$ cat config.mk
export PLATFORM = sky130hd
export DESIGN_NAME = varredura_display
export DESIGN_NICKNAME = d
export VERILOG_FILES = /design/src/rtl/varredura_display.sv
export SDC_FILE = /design/constraint.sdc
export NUM_CORES = 1
export LEC_CHECK = 0
export BUFFER_PORTS_ARGS = -buffer_cell sky130_fd_sc_hd__buf_2
export CORE_MARGIN = 1.5
export CORE_UTILIZATION = 55
export CTS_CLUSTER_SIZE = 16
export DETAILED_ROUTE_END_ITERATION = 6
export HOLD_SLACK_MARGIN = 0.06
export PLACE_DENSITY = 0.79
export SETUP_SLACK_MARGIN = 0.4
export SLEW_MARGIN = 20
export SYNTH_ARGS = -nofsm -noshare
export SYNTH_HDL_FRONTEND = slang
export SYNTH_SLANG_ARGS = --single-unit
$ cat constraint.sdc
create_clock -name clk_entrada -period 4.3 [get_ports clk_entrada]
set_clock_uncertainty 0.2 [all_clocks]
set_input_delay 1.29 -clock clk_entrada [delete_from_list [all_inputs] [get_ports clk_entrada]]
set_output_delay 1.29 -clock clk_entrada [all_outputs]
set_load 0.05 [all_outputs]
$ cat src/rtl/varredura_display.sv
// varredura_display: multiplexed N-digit 7-segment scan driver with an all-off gap between digits,
// leading-zero blanking and a value snapshot taken once per frame when digit 0 comes up.
module varredura_display #(
  parameter int NUM_DIGITOS          = 4,
  parameter int TEMPO_APAGADO        = 4,
  parameter bit ANODO_ATIVO_BAIXO    = 1'b1,
  parameter bit SEGMENTO_ATIVO_BAIXO = 1'b1
) (
  input  logic                             clk_entrada,
  input  logic                             reset,
  input  logic                             clk_varredura,
  input  logic [4*NUM_DIGITOS-1:0]         valor,
  input  logic [NUM_DIGITOS-1:0]           pontos,
  input  logic                             supressao_zeros,
  input  logic                             habilita,
  output logic [NUM_DIGITOS-1:0]           anodos,
  output logic [6:0]                       segmentos,
  output logic                             ponto,
  output logic [$clog2(NUM_DIGITOS)-1:0]   digito_atual
);
  localparam int LI = $clog2(NUM_DIGITOS);
  localparam int LC = $clog2(TEMPO_APAGADO + 1);
  localparam logic [NUM_DIGITOS-1:0] ANODOS_OFF = {NUM_DIGITOS{ANODO_ATIVO_BAIXO}};
  localparam logic [6:0] SEG_OFF = {7{SEGMENTO_ATIVO_BAIXO}};
  typedef enum logic {APAGADO, EXIBINDO} estado_t;
  estado_t estado;
  logic [LC-1:0] contador;
  logic [LI-1:0] indice, proximo;
  logic anterior, pulso, carrega, apagar, ponto_dec;
  logic [4*NUM_DIGITOS-1:0] sombra, fonte;
  logic [NUM_DIGITOS-1:0] pontos_sombra, pontos_fonte, selecao, anodos_dec;
  logic [3:0] nibble;
  logic [6:0] seg_ativo, seg_dec;

  function automatic logic [6:0] decodifica(input logic [3:0] n);
    case (n)
      4'h0: decodifica = 7'b0111111;
      4'h1: decodifica = 7'b0000110;
      4'h2: decodifica = 7'b1011011;
      4'h3: decodifica = 7'b1001111;
      4'h4: decodifica = 7'b1100110;
      4'h5: decodifica = 7'b1101101;
      4'h6: decodifica = 7'b1111101;
      4'h7: decodifica = 7'b0000111;
      4'h8: decodifica = 7'b1111111;
      4'h9: decodifica = 7'b1101111;
      4'ha: decodifica = 7'b1110111;
      4'hb: decodifica = 7'b1111100;
      4'hc: decodifica = 7'b0111001;
      4'hd: decodifica = 7'b1011110;
      4'he: decodifica = 7'b1111001;
      default: decodifica = 7'b1110001;
    endcase
  endfunction

  assign pulso = clk_varredura & ~anterior;
  assign digito_atual = indice;

  // digit 0 is decoded from the snapshot being captured on the very same edge
  always_comb begin
    carrega = estado == APAGADO && contador == LC'(1) && indice == '0;
    fonte = carrega ? valor : sombra;
    pontos_fonte = carrega ? pontos : pontos_sombra;
    nibble = fonte[4*indice +: 4];
    apagar = supressao_zeros && indice != '0 && (fonte >> (4*indice)) == '0;
    seg_ativo = apagar ? 7'b0 : decodifica(nibble);
    seg_dec = SEGMENTO_ATIVO_BAIXO ? ~seg_ativo : seg_ativo;
    ponto_dec = pontos_fonte[indice] ^ SEGMENTO_ATIVO_BAIXO;
    selecao = NUM_DIGITOS'(1) << indice;
    anodos_dec = !habilita ? ANODOS_OFF : ANODO_ATIVO_BAIXO ? ~selecao : selecao;
    proximo = indice == LI'(NUM_DIGITOS - 1) ? '0 : indice + 1'b1;
  end

  always_ff @(posedge clk_entrada or posedge reset) begin
    if (reset) begin
      estado        <= APAGADO;
      contador      <= LC'(TEMPO_APAGADO);
      indice        <= '0;
      anterior      <= 1'b0;
      sombra        <= '0;
      pontos_sombra <= '0;
      anodos        <= ANODOS_OFF;
      segmentos     <= SEG_OFF;
      ponto         <= SEGMENTO_ATIVO_BAIXO;
    end else begin
      anterior <= clk_varredura;
      if (estado == APAGADO) begin
        anodos    <= ANODOS_OFF;
        segmentos <= SEG_OFF;
        ponto     <= SEGMENTO_ATIVO_BAIXO;
        if (contador == LC'(1)) begin
          estado    <= EXIBINDO;
          anodos    <= anodos_dec;
          segmentos <= seg_dec;
          ponto     <= ponto_dec;
          if (carrega) begin
            sombra        <= valor;
            pontos_sombra <= pontos;
          end
        end else begin
          contador <= contador - 1'b1;
        end
      end else if (pulso) begin
        estado    <= APAGADO;
        contador  <= LC'(TEMPO_APAGADO);
        indice    <= proximo;
        anodos    <= ANODOS_OFF;
        segmentos <= SEG_OFF;
        ponto     <= SEGMENTO_ATIVO_BAIXO;
      end else begin
        anodos    <= anodos_dec;
        segmentos <= seg_dec;
        ponto     <= ponto_dec;
      end
    end
  end
endmodule
### After elaboration in Yosys (flattened, before gate mapping)

Memories as Yosys holds them, arrays and structs flattened.
Index checks and enable logic that the tools add are counted.

* register bits after elaboration: 39
* memory bits (read-only): 112
* bits of input ports: 25
* memories: 1

* $add $sub $neg: 2
* order comparisons: 1
* eq/ne operators: 4
* shift-type cells: 3
* mux-type cells: 22
* bitwise logic cells: 6
* reduce and logical (&&, ||, !) cells: 10

Memory list
* (name not given): depth 16, bits a word 7, read ports 1, clocked after memory_dff 0, wr ports 0, line 36 `case (n)`

Operators with widths (count)
* 2-to-1 mux 7 bit: 4
* 2-to-1 mux 4 bit: 5
* logical NOT 16 bit: 1
* 2-to-1 mux 16 bit: 1
* indexed part select 16 x 5 -> 4 bit: 1
* >> shifter 16 x 4 -> 16 bit: 1
* 2-to-1 mux 3 bit: 3
* 2-to-1 mux 1 bit: 7
* NOT 7 bit: 1
* AND reduction 2 bit: 3
* logical AND 1 bit: 4
* NOT 4 bit: 1
* << shifter 1 x 2 -> 4 bit (first input constant): 1
* == test 3 x 1 -> 1 bit (second input constant): 1
* < comparator 2 x 3 -> 1 bit (second input constant): 1
* NOT 1 bit: 3
* subtractor 3 x 1 -> 3 bit (second input constant): 1
* adder 2 x 1 -> 2 bit (second input constant): 1
* binary-select mux 1 bit (select 2 bit): 1
* == test 2 bit (second input constant): 1
* logical NOT 2 bit: 1
* 2-to-1 mux 2 bit: 1
* inequality test 2 x 1 -> 1 bit (second input constant): 1
* inequality test 2 bit (second input constant): 1
* 2 further kinds: 2

### Depth between registers and ports, before layout

* depth in word-level cells: 11
* depth in mapped cells: 16
* gate-level depth less buffers: 13

### Worst setup path before layout

Ideal clock, no wire load.

* path type: flip-flop to flip-flop
* start: register indice[0], in the netlist digito_atual[0]
* end: register segmentos[2]
* library setup time: 84 ps
* arrival: 3349 ps
* slack: 667 ps
* stages on the path, launching flop included: 17
* path through: dfrtp_1 > buf_4 > buf_6 > clkinv_1 > ha_1 > nor4bb_1 > buf_4 > mux2i_1 > and3_4 > nor4_4 > inv_1 > ha_1 > nand2_1 > nor3_1 > o21ai_0 > o21ai_2 > a311o_1

* cells in the longest elaborated chain, start to end: 10
* elaborated cells on any way between the ends: 15
* those cells by class: shift: 2; mux: 5; bitwise: 1; reduce/logical: 6; memory: 1

RTL lines
* from (decl): line 28 `logic [LI-1:0] indice, proximo;`
* from (signal assigned): line 106 `indice <= proximo;`
* branches (longest 6 deep; another with memory read (16 x 7 bit))
* 2-to-1 mux 7 bit *: line 66 `seg_ativo = apagar ? 7'b0 : decodifica(nibble);`
* NOT 7 bit *: line 67 `seg_dec = SEGMENTO_ATIVO_BAIXO ? ~seg_ativo : seg_ativo;`
* 2-to-1 mux 7 bit, on equally long branches: line 91, 103
* 2-to-1 mux 7 bit *: line 87 `if (estado == APAGADO) begin`
* to (signal assigned): line 94 `segmentos <= seg_dec;`
* to (signal assigned): line 112 `segmentos <= seg_dec;`
* to (decl): line 17 `output logic [6:0] segmentos,`

Mark *: on every way between the ends.
A chain may end at the register's enable or synchronous reset.

### Worst setup path in the final report

* start: register indice[1], in the netlist digito_atual[1]
* end: register segmentos[1]

The elaborated chain is that of the path after synthesis.

==> impl_metrics.ini <==
[pwr]
cellPowerDensity_mw_per_mm2 = 912
p_leak_nw = 1.08
vdd_drop_max_v = 0.000420

[critical_path]
path_cells = inv_4 > ha_1 > nor4bb_4 > buf_8 > mux2_2 > nor3_1 > nor4_4 > inv_1 > ha_1 > nand2_1 > nor3_1 > o21ai_0 > o21ai_2 > a221o_1
end_kind = flip-flop
cp.arrival_ns = 3.67
crit_family = simple AND/OR/NAND/NOR gates
critPathMaxFanout = 32
criticalPathCategory = flip-flop to flip-flop
crit_slowest_cell = dfrtp_1
path_buf_inv = 3
crit_required_ns = 4.33
startpoint_type = flip-flop
max_stage_delay_ns = 0.54

[sta]
post-route-period-util_pct = 84.7
tightest_slew_ns = 0.448
fmax_ghz = 0.275
tns_ns = 0
period_needed_ns = 3.64
rsz0062_at_grt = false
report.final.slew_viol_count = 0
fin_ws_ns = 0.659
hold_viol = 0
whs_ns = 0.282
slew_headroom_pct = 69.5
setup_viol = 0

[global_route]
grt_max_degree = 33
grt_pass1_wl_um = 7500
grt_pass1_vias = 1557
gr-total-overflow = 0
antenna_found_initial = 0
track_usage_pct = 23.4

[cts]
root_buffer = clkbuf_8
post_cts_buffers = 0
clk_pin_slew_ns = 0.08
h-tree-depth = 2
clock_path_buffers = 2
numCtsBuffers = 5
clock_sinks = 39
tritoncts = done
insertion_delay_ns = 0.29

[drt]
avgRoutedWirePerCell_um = 16.4
drt_pass1_iterations = 4
totalWireLength_um = 4330
routed_via_density = 5.63
first_iter_violations = 85
vias = 1493
detail_route.drc_violations = 0
final_antenna_net_count = 0

[final_layout]
fin_area_mm2 = 0.00246
layout-drive-gt1-share_pct = 44.2
diodes = 0
syn_to_final_growth_pct = 14.5
nets = 253
final_common_cell = buf_2
mostFrequentLayoutCells = buf_2 (38), dfrtp_1 (26), mux2_2 (21)

[floorplan]
die-area_mm2 = 0.00430
core-area_mm2 = 0.00372
fp.dieW_um = 65.6
io_pins = 39
initial_core_util_pct = 57.9
dieHeight_um = 65.6
core.rowCount = 22

[min_path]
hold_class = flip-flop to flip-flop

[synthesis]
syn_avg_cell_area_um2 = 12.2
syn-cell-area_mm2 = 0.00215
synth_cell_types = 39
synth_fp_nets = 214
seq_area_frac_synth_pct = 46.1
synth-edff-count = 0
synth-main-ff-cell = dfrtp_1
synth_seq_cells = 39
synthArstFlopShare_pct = 100
synth_warnings = 0
synth_cells = 177

[place]
gp_congestion = 0.932
dpl.hpwl_um = 3320
placed_area_mm2 = 0.00237
portBuffers = 38
dp_slack_ns = 0.517

[status]
status = finished clean

[job]
drv_cap = 0
-- final timing paths --
path | from | end | slack [ns] | cells after the start
min | contador[1]$_DFFE_PP0P_ | contador[1]$_DFFE_PP0P_ | 0.28 | 2
min in group asynchronous | reset | sombra[10]$_DFFE_PP0P_ | 0.79 | 2
min reg2reg | contador[1]$_DFFE_PP0P_ | contador[1]$_DFFE_PP0P_ | 0.28 | 2
max in group asynchronous | reset | anodos[2]$_DFF_PP1_ | 2.37 | 3
max | digito_atual[1]$_DFFE_PP0P_ | segmentos[1]$_DFF_PP1_ | 0.66 | 14
max reg2reg | digito_atual[1]$_DFFE_PP0P_ | segmentos[1]$_DFF_PP1_ | 0.66 | 14
-- tightest hold or removal path, cell delays in order (launching register included) --
cell     delay, ns
dfrtp_1       0.35
nand2_1       0.04
o21ai_0       0.06
-- sequential cells by signal, indices dropped and copies added (netlist names) --
signal         cells
segmentos          7
anodos             4
pontos_sombra      4
ponto              1
estado             1
anterior           1
digito_atual       2
contador           3
sombra            16
-- through the flow --
| step | util, % | instances | power (mW) |
|---|---|---|---|
| final | 66.3 | 265 | 2.25 |
| after global routing | 66.3 | 265 | 2.42 |
| after CTS | 66.0 | 265 | 2.24 |
| after detailed placement | 63.7 | 257 | 2.00 |
| after global placement | 63.7 | 257 | 1.93 |
| after floorplan | - | 177 | 1.74 |
-- Yosys cell counts, types with 2 or more instances --
master / n / share of area (%)
a31oi_1: 2 / 0.58
nor3_1: 8 / 1.9
o211ai_1: 2 / 0.70
mux2_4: 2 / 1.4
mux2_2: 21 / 11
nor2_1: 3 / 0.52
a21oi_1: 3 / 0.70
inv_2: 2 / 0.35
inv_1: 8 / 1.4
nand2_1: 13 / 2.3
or4_1: 3 / 1.0
mux2i_1: 10 / 4.7
dfrtp_1: 26 / 30
mux4_2: 4 / 4.2
dfstp_2: 13 / 16
buf_4: 5 / 1.7
o21ai_0: 7 / 1.6
a221o_1: 3 / 1.4
buf_2: 3 / 0.70
a311o_1: 2 / 0.93
a21o_1: 2 / 0.70
ha_1: 12 / 7.0
nand3_1: 7 / 1.6
-- logic make-up after synthesis --
logic type	Yosys count	synth area share, %
and+or+nand+nor	42	10.8
DFF	39	46.1
muxes	38	22.3
AOI/OAI and AO/OA	25	8.26
buffers and inverters	21	5.58
adders and majority gates	12	6.98
-- routing by layer --
layer | vias to the layer above | wire [µm] | track usage, %
li1 | 715 | - | -
met1 | 717 | 1790 | 30.0
met2 | 54 | 2230 | 39.3
met3 | 7 | 252 | 6.16
met4 | 0 | 59 | 6.51
met5 | - | 0 | 0
-- area by class of cell --
type | instances | area (µm²)
Fill cell | 299 | 1250
Multi-Input combinational cell | 117 | 1050
Sequential cell | 39 | 992
Timing Repair Buffer | 42 | 228
Clock buffer | 6 | 72.6
Tap cell | 48 | 60.1
Inverter | 11 | 43.8
Clock inverter | 2 | 12.5
-- power by group --
group	switching (mW)	internal (mW)	total [mW]
Clock	0.128	0.113	0.241
Combinational	0.779	0.543	1.32
Sequential	0.110	0.573	0.683
-- what timing repair did --
action,CTS,global route
setup endpoints to repair,0,7
hold buffers,0,0
hold endpoints to repair,0,0
gates resized for setup,0,4
Note: power is estimated with default switching activity, not from simulation.
